===== config.mk =====
export PLATFORM = sky130hd
export DESIGN_NAME = fetch_unit
export DESIGN_NICKNAME = d
export VERILOG_FILES = /design/src/rtl/fetch_pkg.sv /design/src/rtl/fetch_unit_jump_lut.sv /design/src/rtl/fetch_unit.sv
export SDC_FILE = /design/constraint.sdc
export NUM_CORES = 1
export LEC_CHECK = 0
export BUFFER_PORTS_ARGS = -buffer_cell sky130_fd_sc_hd__buf_4
export CORE_MARGIN = 8
export CORE_UTILIZATION = 40
export DETAILED_ROUTE_END_ITERATION = 12
export PLACE_DENSITY = 0.67
export SYNTH_ARGS = -nofsm -noshare
export SYNTH_HDL_FRONTEND = slang
export SYNTH_SLANG_ARGS = --single-unit

===== constraint.sdc =====
create_clock -name Clk -period 2.2 [get_ports Clk]
set_clock_uncertainty 0.2 [all_clocks]
set_input_delay 0.44 -clock Clk [delete_from_list [all_inputs] [get_ports Clk]]
set_output_delay 0.44 -clock Clk [all_outputs]
set_load 0.02 [all_outputs]

===== src/rtl/fetch_pkg.sv =====
// Shared types and constants for the fetch unit: FSM state encoding,
// jump opcode, default halt encoding and jump LUT contents.
package fetch_pkg;

   typedef enum logic [1:0] {
      IDLE = 2'd0,
      RUN  = 2'd1,
      HALT = 2'd2
   } state_e;

   localparam logic [3:0] JUMP_OPC       = 4'b1100;
   localparam logic [8:0] HALT_INSTR_DEF = 9'h1FF;

   localparam int unsigned LUT_DEPTH = 32;

   // Absolute jump targets, index 0 first; entries are wide enough for any
   // sensible PC width and are truncated at the point of use.
   localparam logic [15:0] JUMP_LUT [LUT_DEPTH] = '{
      16'd0,   16'd20,  16'd5,   16'd100, 16'd0,   16'h03FF, 16'd0,  16'd7,
      16'd0,   16'd0,   16'd0,   16'd0,   16'd0,   16'd0,    16'd0,  16'd0,
      16'd0,   16'd0,   16'd0,   16'd0,   16'd0,   16'd0,    16'd0,  16'd0,
      16'd0,   16'd0,   16'd0,   16'd0,   16'd0,   16'd0,    16'd0,  16'd0
   };

endpackage


===== src/rtl/fetch_unit_jump_lut.sv =====
// jump_lut: combinational ROM mapping a jump index to an absolute PC target.
module jump_lut
   import fetch_pkg::*;
#(
   parameter int unsigned PC_W   = 10,
   parameter int unsigned LUT_AW = 5
) (
   input  logic [LUT_AW-1:0] idx,
   output logic [PC_W-1:0]   target
);

   // Table lookup, resized to the program counter width.
   always_comb begin
      target = PC_W'(JUMP_LUT[idx]);
   end

endmodule


===== src/rtl/fetch_unit.sv =====
// fetch_unit: program counter and IDLE/RUN/HALT fetch sequencer.
// Optional RUN-cycle counter enabled by defining FETCH_CYCLE_COUNT_EN.
module fetch_unit
   import fetch_pkg::*;
#(
   parameter int unsigned     PC_W       = 10,
   parameter int unsigned     LUT_AW     = 5,
   parameter logic [PC_W-1:0] START_ADDR = '0,
   parameter logic [8:0]      HALT_INSTR = HALT_INSTR_DEF
) (
   input  logic            Clk,
   input  logic            Reset_n,
   input  logic            Start,
   input  logic            Stall,
   input  logic [8:0]      Instruction,
   input  logic            Jump,
   input  logic            BranchEn,
   output logic [PC_W-1:0] ProgCtr,
   output logic            InstrValid,
   output logic            Done,
   output logic [15:0]     CycleCount
);

   state_e          state_q, state_d;
   logic [PC_W-1:0] pc_q, pc_d;
   logic            done_q, done_d;
   logic [PC_W-1:0] jump_target;

   jump_lut #(
      .PC_W   (PC_W),
      .LUT_AW (LUT_AW)
   ) u_jump_lut (
      .idx    (Instruction[LUT_AW-1:0]),
      .target (jump_target)
   );

   // Next state, next PC and Done; stall beats halt, halt beats jump.
   always_comb begin
      state_d = state_q;
      pc_d    = pc_q;
      done_d  = done_q;
      case (state_q)
         IDLE: begin
            if (Start) begin
               state_d = RUN;
               pc_d    = START_ADDR;
               done_d  = 1'b0;
            end
         end
         RUN: begin
            if (!Stall) begin
               if (Instruction == HALT_INSTR) begin
                  state_d = HALT;
                  done_d  = 1'b1;
               end else if (Jump && BranchEn) begin
                  pc_d = jump_target;
               end else begin
                  pc_d = pc_q + PC_W'(1);
               end
            end
         end
         HALT: begin
            done_d = 1'b1;
            if (Start) begin
               state_d = RUN;
               pc_d    = START_ADDR;
               done_d  = 1'b0;
            end
         end
         default: begin
            state_d = IDLE;
            done_d  = 1'b0;
         end
      endcase
   end

   // State, PC and Done registers.
   always_ff @(posedge Clk or negedge Reset_n) begin
      if (!Reset_n) begin
         state_q <= IDLE;
         pc_q    <= '0;
         done_q  <= 1'b0;
      end else begin
         state_q <= state_d;
         pc_q    <= pc_d;
         done_q  <= done_d;
      end
   end

   assign ProgCtr    = pc_q;
   assign Done       = done_q;
   assign InstrValid = (state_q == RUN) && !Stall;

`ifdef FETCH_CYCLE_COUNT_EN
   logic [15:0] cyc_q, cyc_d;

   // Saturating RUN-cycle counter, cleared when Start is accepted.
   always_comb begin
      cyc_d = cyc_q;
      if (Start && (state_q == IDLE || state_q == HALT)) begin
         cyc_d = '0;
      end else if (state_q == RUN && cyc_q != '1) begin
         cyc_d = cyc_q + 16'd1;
      end
   end

   // Counter register.
   always_ff @(posedge Clk or negedge Reset_n) begin
      if (!Reset_n) begin
         cyc_q <= '0;
      end else begin
         cyc_q <= cyc_d;
      end
   end

   assign CycleCount = cyc_q;
`else
   assign CycleCount = '0;
`endif

endmodule


# After elaboration in Yosys (flattened, before gate mapping)
# Memory sizes are Yosys's and may differ from the RTL's.
# Index checks and enable logic that the tools add are counted.
dict set report totals {
  mem_bits_ro 512
  input_bits 15
  wordCells 40
  n_memories 1
  regBits 13
  out_inout_bits 28
}
dict set report op_classes {
  eq_ne 8
  muxes 16
  n_addsub 1
  reduce_logical 9
  magnitude_cmp 1
  bitwise 1
}
# memory depth width rd rd_clocked_by_memory_dff wr line
set mem_list {}
lappend mem_list {{(no name shown)} 32 16 1 0 0 fetch_unit_jump_lut.sv:14} ;# target = PC_W'(JUMP_LUT[idx]);
# operator n
set ops {}
lappend ops {{two-way mux 10 bit} 6}
lappend ops {{case mux 10 bit (2 select lines)} 1}
lappend ops {{adder 10 x 1 -> 10 bit (second input constant)} 1}
lappend ops {{equality test 9 bit (second input constant)} 1}
lappend ops {{!= test 2 bit (second input constant)} 4}
lappend ops {{>= comparator 6 bit (second input constant)} 1}
lappend ops {{two-way mux 2 bit} 3}
lappend ops {{inverter 5 -> 6 bit} 1}
lappend ops {{AND reduction 3 bit} 2}
lappend ops {{two-way mux 1 bit} 4}
lappend ops {{case mux 2 bit (2 select lines)} 1}
lappend ops {{AND reduction 4 bit} 1}
lappend ops {{case mux 1 bit (3 select lines)} 1}
lappend ops {{equality test 2 x 1 -> 1 bit (second input constant)} 1}
lappend ops {{equality test 2 bit (second input constant)} 1}
lappend ops {{logical AND 1 bit} 2}
lappend ops {{logical NOT 2 bit} 1}
lappend ops {{!= test 2 x 1 -> 1 bit (second input constant)} 1}
lappend ops {{nonzero test 2 bit} 1}
lappend ops {{OR reduction 2 bit} 1}
lappend ops {{logical NOT 1 bit} 1}

# Logic depth before layout (Yosys ltp)
# Gate-level depths: netlist (run 1).
dict set report depth {
  word_depth 8
  ltp_mapped 8
  depth_no_buf 6
}

# Modules after synthesis
# Synthesis (run 1) repeated with hierarchy kept, for this count alone.
dict set report hier_totals {
  hier_cells 146
  hier_area_um2 1251.2
}
# mod cells_per_inst area_per_inst_um2 instances seq_area_each_um2
set by_module_without_submodules {}
lappend by_module_without_submodules {fetch_unit 131 1148.6 1 325.3}
lappend by_module_without_submodules {jump_lut 15 102.6 1 0.0}

# Worst setup path after synthesis (run 1)
# OpenSTA, ideal clock, no wires.
dict set report synth_path {
  kind {flip-flop to flip-flop}
  start {register state_q[0]}
  end {register pc_q[0], in the netlist ProgCtr[0]}
  path_slack_ns 0.135
  period_less_slack_ns 2.065
  arrival_time_ns 1.740
  setup_time_ns 0.125
  n_path_buf 2
  path_stages_with_launch 9
  t_required_ns 1.875
  path_cell_list {dfrtp_1 > inv_1 > ha_1 > nor2_1 > or2_0 > buf_2 > a21o_1 > buf_6 > mux2_4}
}
dict set report synth_via {
  elab_chain_len 4
  word_cells_on_any_way 10
  classes_between {eq/ne: 5; mux: 1; reduce/logical: 4}
}
# element line
set synth_lines {}
lappend synth_lines {{start, declared} fetch_unit.sv:24} ;# state_e state_q, state_d;
lappend synth_lines {{start signal, assigned} fetch_unit.sv:84} ;# state_q <= state_d;
lappend synth_lines {{equality test 2 bit or logical NOT 2 bit (tied branches)} fetch_unit.sv:42} ;# case (state_q)
lappend synth_lines {{OR reduction 2 bit (no source line)} n/a}
lappend synth_lines {{!= test 2 x 1 -> 1 bit (no source line) or nonzero test 2 bit (tied branches)} n/a}
lappend synth_lines {{AND reduction 4 bit (no source line)} n/a}
lappend synth_lines {{end signal, assigned} fetch_unit.sv:85} ;# pc_q <= pc_d;
lappend synth_lines {{end, declared} fetch_unit.sv:25} ;# logic [PC_W-1:0] pc_q, pc_d;
# Parallel ways exist; a longest one is shown, timed or not.
# A chain may end at the register's enable or synchronous reset.

# Worst setup path after layout (run 1)
dict set report layout_path {
  start {register state_q[1]}
  end {output port InstrValid}
}
dict set report layout_via {
  elab_chain_len 2
}
# element line
set layout_lines {}
lappend layout_lines {{equality test 2 x 1 -> 1 bit} fetch_unit.sv:92} ;# assign InstrValid = (state_q == RUN) && !Stall;
lappend layout_lines {{logical AND 1 bit} fetch_unit.sv:92}
lappend layout_lines {{end, declared} fetch_unit.sv:19} ;# output logic InstrValid,
# No other way between the ends.

==> results.txt, run 1 <==
The tools report the effective utilization at floorplan as 41.74%. The combinational fraction of design power was 62.1%; the number of global-route vias before repair was 1079. The average detailed-routed wire length per instance is 16.19 um. The clock drives 13 sinks.

The detailed router's first-iteration violation count was 28; the gate count after technology mapping was 123. The run finished with clean final reports. Biggest area consumer among synthesized cells: sky130_fd_sc_hd__dfrtp_1. After synthesis, the largest area contributor takes up 28.51% of total cell area. The average instance in the mapped netlist occupies 9.277 um2. The netlist uses 41 different library cells.

The largest single stage delay on the critical path is 0.42 ns. The die is 69.41 um wide. For the antenna diode count, the log shows 0. Buffers added to address setup during post-CTS repair amount to 0. The number of core rows was 19; the area of the mapped netlist was 0.001141 mm2.

The tools report the internal power contribution as 819.3 uW. TritonCTS built the clock tree. Vias per cell: 5.578.

Buffer depth of the longest clock path: 2. Entering global routing, the biggest net connects 14 pins. The tools report the total net switching power as 701.2 uW.

After clock tree synthesis, the clock-pin slew on the worst setup and hold paths is 0.09 ns. The pre-CTS setup slack is 0.09240 ns. The number of buffers and inverters on the critical path was 2; the area of the die was 0.004818 mm2. Once layout is done, the placed cells without fillers occupy 0.001371 mm2. The tools report the total chip power as 1.521 mW.

The sum of net half-perimeters after detailed placement is 2.327 mm, and the arrival time at the worst endpoint is 1.44 ns. Dividing the final minimum period by the clock period gives 94.41%. The tools report the number of buffers created by CTS as 3. The final hold violation count was 0; the I/O pin count was 43. The height of the die was 69.41 um. The overall routed net length came out at 2.996 mm. The critical path in this run is classified as reg2out. The worst setup path is captured at an output port. Total via count after detailed routing: 1032. For the setup total negative slack, the log shows 0 ns. The clock period minus final worst setup slack is 2.077 ns, and the final-stage net count is 176. Setup repair after global routing left no endpoint under its margin. Ranked by total cell area, the synthesized netlist is headed by sky130_fd_sc_hd__dfrtp_1 (29%), sky130_fd_sc_hd__buf_4 (11%), sky130_fd_sc_hd__ha_1 (6.6%), sky130_fd_sc_hd__o22a_1 (5.4%), sky130_fd_sc_hd__a211oi_1 (5.3%). Total power density per cell area: 1109 mW/mm2. Across the run, the number of max-cap violations was 0. The cell chosen for the clock root was sky130_fd_sc_hd__clkbuf_4. The congestion estimate from routability-driven global placement came to 0.8511.

The total of endpoints with negative setup slack in the final report is 0. The count of input and output buffers is 26, and the level count of the clock H-tree is 1. Cell family contributing the most delay on the critical path: flip-flops. At the pin with the least slew margin, the transition time is 0.5721 ns. Net switching share of the total power: 46.12%. For the worst setup path, the data required time is 1.56 ns.

Path type of the worst min-delay path: in2async. The leakage power figure was 0.6777 nW. In the final layout, the share of cells above drive strength 1 is 29.22%. The tools report the highest clock frequency the design can meet as 481.5 MHz. Sequential cells account for 27.4% of the total power.

Summing the sequential cell areas from Yosys gives 28.51% of the chip area. Of the total power, the clock network draws 10.5%. The worst setup path is launched from a flop. In this run the remaining antenna-violating nets after routing total 0. The post-synthesis sequential element count was 13. The slowest stage of the critical path belongs to the cell sky130_fd_sc_hd__dfrtp_1.

After detailed routing, the number of remaining DRC violations is 0. The logs give 0 for the synthesis warning total and 0.002734 mm2 for the core outline area. The number of antenna violations at the first check in global routing is 0, and the worst ir drop on vdd is 0.5928 mV. The cell area after placement was 0.001329 mm2.

The worst pin sits at a relative slew slack of 60.88%. The number of pins with negative max-slew slack in the final report came out at 0. The first global-routing pass estimated 5.037 mm of wire. The number of iterations in the first detailed-routing pass is 4.

Across every metal layer, demand over resource in global routing totals 12.10%. Overflow left after global routing: 0. Traced cell by cell, the critical path runs through inv_1, ha_1, nor2b_1, buf_4. Compared with the post-synthesis result, the final layout area differs by 20.18%. Setup slack closes at 0.1230 ns. The clock insertion delay at the later pin of the skew report is 0.28 ns, and the highest net fanout along the worst path is 5.
[per-stage QoR]
step           std cells  util, %  hold WS, ns
2_1_floorplan        138        -     -0.05559
3_3_place_gp         180    48.60      0.09823
3_5_place_dp         180    48.60      0.09993
4_1_cts              185    49.93       0.3267
5_1_grt              185    50.16       0.3362
6_report             185    50.16       0.3356
[final cells by class]
cell class / instances / area (um2)
Clock buffer: 4 / 26.28
Timing Repair Buffer: 33 / 250.2
Tap cell: 31 / 38.79
Multi-Input combinational cell: 96 / 700.7
Inverter: 8 / 30.03
Sequential cell: 13 / 325.3
Fill cell: 276 / 1363
[flip-flops by register name, summed over array words and instances, names as in the netlist]
signal / count
ProgCtr: 10
Done: 1
state_q: 2
[final timing paths]
kind                         endpoint  startpoint  depth (start not counted)  slack (ns)
setup / recovery           InstrValid  state_q[1]                          4        0.12
hold / removal             ProgCtr[0]     Reset_n                          2        0.34
setup reg to reg           ProgCtr[1]  state_q[0]                          6        0.20
hold reg to reg                  Done        Done                          2        0.34
max in group asynchronous  ProgCtr[7]     Reset_n                          2        1.30
min in group Clk                 Done       Start                          3        0.34
[cells by family (layout without fill, tap and decap cells)]
logic type	Yosys count	count (layout)	share of synthesized area, %
mux	4	4	4.496
other cells	1	16	0.3286
fa+ha+maj	6	6	6.579
flops	13	13	28.51
simple gates	31	31	16.45
compound gates	39	39	28.07
buf+inv	29	45	15.57
[power groups by stage]
stage | clock network [mW] | registers [mW] | logic, mW
final | 0.160 | 0.416 | 0.944
after global placement | 0 | 0.415 | 0.915
after floorplan | 0 | 0.483 | 0.583
after global routing | 0.174 | 0.433 | 1.02
after detailed placement | 0 | 0.419 | 0.923
after CTS | 0.165 | 0.416 | 0.932
[what timing repair did]
action	CTS	global route
resized for setup	0	2
endpoints found under the setup margin	0	6
hold buffers	1	0
endpoints found under the hold margin	13	0
[per-layer routing]
| layer | track usage [%] | wire [um] |
|---|---|---|
| met1 | 13.99 | 1305 |
| met4 | 2.050 | 15 |
| met3 | 5.579 | 251 |
| met5 | 0 | 0 |
| met2 | 20.08 | 1423 |
[synth_stat cells (all sizes together)]
cell and count:
dfrtp 13, a211o 1, and2 4, nand3 3, nand4b 1, o311ai 1
inv 8, a22o 1, ha 6, o21ai 5, a211oi 8, a21oi 5
nand2b 1, mux2 3, buf 19, a21o 1, nand2 4, nand4 2
mux2i 1, or2 1, nor2 4, o41ai 1, a2111oi 2, o22a 8
nor2b 1, clkbuf 2, a221oi 5, a311oi 1, and3 5, conb 1
and4 2, nor3 1, nor3b 2
[cell usage in the layout, fill, tap and decap left out, drive strengths merged, types with 5 or more instances in the layout]
cell    Yosys  layout
buf        19      32
conb        1      16
dfrtp      13      13
inv         8       8
a211oi      8       8
o22a        8       8
ha          6       6
a21oi       5       5
a221oi      5       5
and3        5       5
o21ai       5       5
(Power assumes the default switching activity.)
==> inputs of run 2 (changes only) <==
Settings changed: CORE_UTILIZATION 40 to 49, CTS_BUF_LIST from default to sky130_fd_sc_hd__clkbuf_8 sky130_fd_sc_hd__clkbuf_16, PLACE_DENSITY 0.67 to 0.8.
==> run 2 against run 1 <==
  * Die area is 14% lower
  * Non-clock buffer count is 1 lower
  * Utilization is 12 points higher
  * Routed wire length is 1.6% lower
  * Sequential share of layout area is 0.15 points lower
  * Cell area is 0.64% higher
  * Register-to-register slack worse by 0.07 ns
  * Setup slack better by 0.0056 ns
  * Clock power is 36% higher
==> results.txt, run 2 (same netlist as run 1, synthesis figures left out) <==
Net switching is 44.87% of the power. The run gives 1081 as the number of global-route vias before repair. Leaving out fill and tap cells, the most frequent cell in the layout is sky130_fd_sc_hd__buf_4.

Of all nets on the critical path, the largest fanout is 6. The remaining routing DRC violations is 0. STA classifies the critical path startpoint as a flop. At the later pin of the worst-skew pair, clock insertion delay measures 0.25 ns. In the final routed layout, each cell accounts on average for 16.29 um. The sum of net half-perimeters after detailed placement is 2.241 mm. The number of nets with antenna violations after detailed routing came out at 0. TritonCTS built the clock tree.

The final hold violation count was 0; the maximum number of pins on one net before global-route repair was 14. Arrival time at the worst endpoint: 2.00 ns. The run finished with clean final reports.

Number of antenna violations at the first check in global routing: 0. The height of the die came out at 64.26 um. Setup violations remaining at the end of the flow were counted as 0. For the worst path required time, the log shows 2.12 ns. The number of flip-flops in the largest register was 10. The detailed router finished its first iteration with 46 violations. Setup repair after global routing left no endpoint under its margin. The logs give 0.8624 for the routability-driven placement congestion ratio and 0.6845 nW for the leakage power figure.

The initial utilization of the core area, before any placement, comes to 51.58%. Leaving out filler cells and counting taps, the final layout contains 181. For the final-stage net count, the log shows 175. Worst setup path category: reg2reg. Max capacitance violation total: 0. The area growth from synthesis to layout was 20.94%; the number of buffers created by CTS was 3.

The combinational fraction of design power is 59.9%, and the overall routed net length is 2.948 mm. The logs give 0 ns for the setup total negative slack and 13 for the sink count of the clock tree. In this run the power density over the cells is 1146 mW/mm2.

In this run the clock root is driven by a sky130_fd_sc_hd__clkbuf_8. The first global-routing pass estimated 4.823 mm of wire. The logs give 1 for the level count of the clock H-tree and 0.004129 mm2 for the area of the die. The floorplan has 17 rows.

Once placement completed, the tool counted placed cells totaling 176. The number of iterations in the first detailed-routing pass is 4, and the internal power contribution is 872.0 uW. Path type of the worst min-delay path: reg2reg. The CTS clock-pin slew for the worst setup and hold paths works out to 0.06 ns. The analysis attributes to net switching a power of 709.6 uW. Across the VDD grid, the largest voltage drop is 0.8642 mV. The logs give 0 for the overflow left after global routing and 0.002212 mm2 for the core outline area. Leaving out fill and tap cells, the most frequent cells in the layout are sky130_fd_sc_hd__buf_4 (31), sky130_fd_sc_hd__conb_1 (16), sky130_fd_sc_hd__dfrtp_1 (13). The number of pins with negative max-slew slack in the final report came out at 0. The antenna diode count is 0.

Based on the critical path, the design can be clocked at up to 482.8 MHz. The clock network burns 13.7% of the power. Global routing consumed, over all layers together, 13.96% of the routing resources. The die boundary width is 64.26 um, and the final period utilization is 94.15%.

The endpoint class of the critical path is a flop. The I/O pin count is 43. The total via count after detailed routing was 1046; the clock period minus final worst setup slack was 2.071 ns.

During placement, the flow inserted port buffers numbering 26. In the final layout, the share of cells above drive strength 1 is 29.41%. The buffer depth of the longest clock path was 2. The share of total power dissipated in sequential elements is 26.5%. After detailed routing, the number of vias per cell comes to 5.779.
run 2: cell count changes in the layout (fill, tap and decap cells not counted), sizes merged:
cell / previous run / this run
buf: 32 / 31
inv: 8 / 9
clkbuf: 4 / 3
run 2: final timing paths:
| check | cells past startpoint | endpoint | startpoint | slack [ns] |
|---|---|---|---|---|
| min in group asynchronous | 2 | ProgCtr[1] | Reset_n | 0.37 |
| max in group asynchronous | 2 | Done | Reset_n | 1.25 |
| setup reg to reg | 7 | ProgCtr[6] | state_q[0] | 0.13 |
| hold / removal | 2 | Done | Done | 0.34 |
| setup / recovery | 7 | ProgCtr[6] | state_q[0] | 0.13 |
| hold reg to reg | 2 | Done | Done | 0.34 |
run 2: per-layer routing:
| metal | GRT usage [%] | vias up | routed length (um) |
|---|---|---|---|
| met4 | 5.450 | 0 | 58 |
| met1 | 15.35 | 490 | 1137 |
| met5 | 0 | - | 0 |
| li1 | - | 491 | - |
| met3 | 4.355 | 8 | 232 |
| met2 | 24.35 | 57 | 1520 |
run 2: power by group through the flow:
| stage | clock, mW | sequential, mW | combinational, mW |
|---|---|---|---|
| detailed placement | 0 | 0.423 | 0.915 |
| global placement | 0 | 0.414 | 0.894 |
| CTS | 0.219 | 0.419 | 0.933 |
| floorplan | 0 | 0.483 | 0.583 |
| global route | 0.232 | 0.433 | 1.03 |
| finish | 0.217 | 0.418 | 0.947 |
run 2: layout make-up:
class / count / area [um2]
Timing Repair Buffer: 32 / 242.7
Sequential cell: 13 / 325.3
Multi-Input combinational cell: 96 / 701.9
Fill cell: 200 / 832.0
Inverter: 8 / 30.03
Tap cell: 28 / 35.03
Clock inverter: 1 / 3.754
Clock buffer: 3 / 41.29
run 2: what timing repair did:
item / in CTS / in global routing
setup endpoints to repair: 1 / 10
hold buffers: 1 / 0
pin swaps: 0 / 0
endpoints found under the hold margin: 13 / 0
setup buffers: 0 / 0
resized for setup: 1 / 2
run 2: worst max-delay path, cell delays in order (launching register included):
cell and delay, ns:
sky130_fd_sc_hd__dfrtp_1 0.44, sky130_fd_sc_hd__inv_1 0.10, sky130_fd_sc_hd__ha_1 0.24, sky130_fd_sc_hd__nor2_2 0.11, sky130_fd_sc_hd__or2_0 0.23, sky130_fd_sc_hd__a21o_2 0.25
sky130_fd_sc_hd__buf_4 0.17, sky130_fd_sc_hd__o22a_1 0.21
run 2: stage by stage:
step | hold WS (ns) | instance area (um2) | worst slack, ns | power (mW) | util [%]
2_1_floorplan | -0.05559 | 1197 | 0.1347 | 1.065 | -
3_3_place_gp | 0.08917 | 1318 | 0.1401 | 1.307 | 59.56
3_5_place_dp | 0.09721 | 1318 | 0.08692 | 1.338 | 59.56
4_1_cts | 0.3395 | 1376 | 0.0009723 | 1.571 | 62.22
5_1_grt | 0.3657 | 1380 | 0.001784 | 1.695 | 62.39
6_report | 0.3363 | 1380 | 0.1287 | 1.582 | 62.39
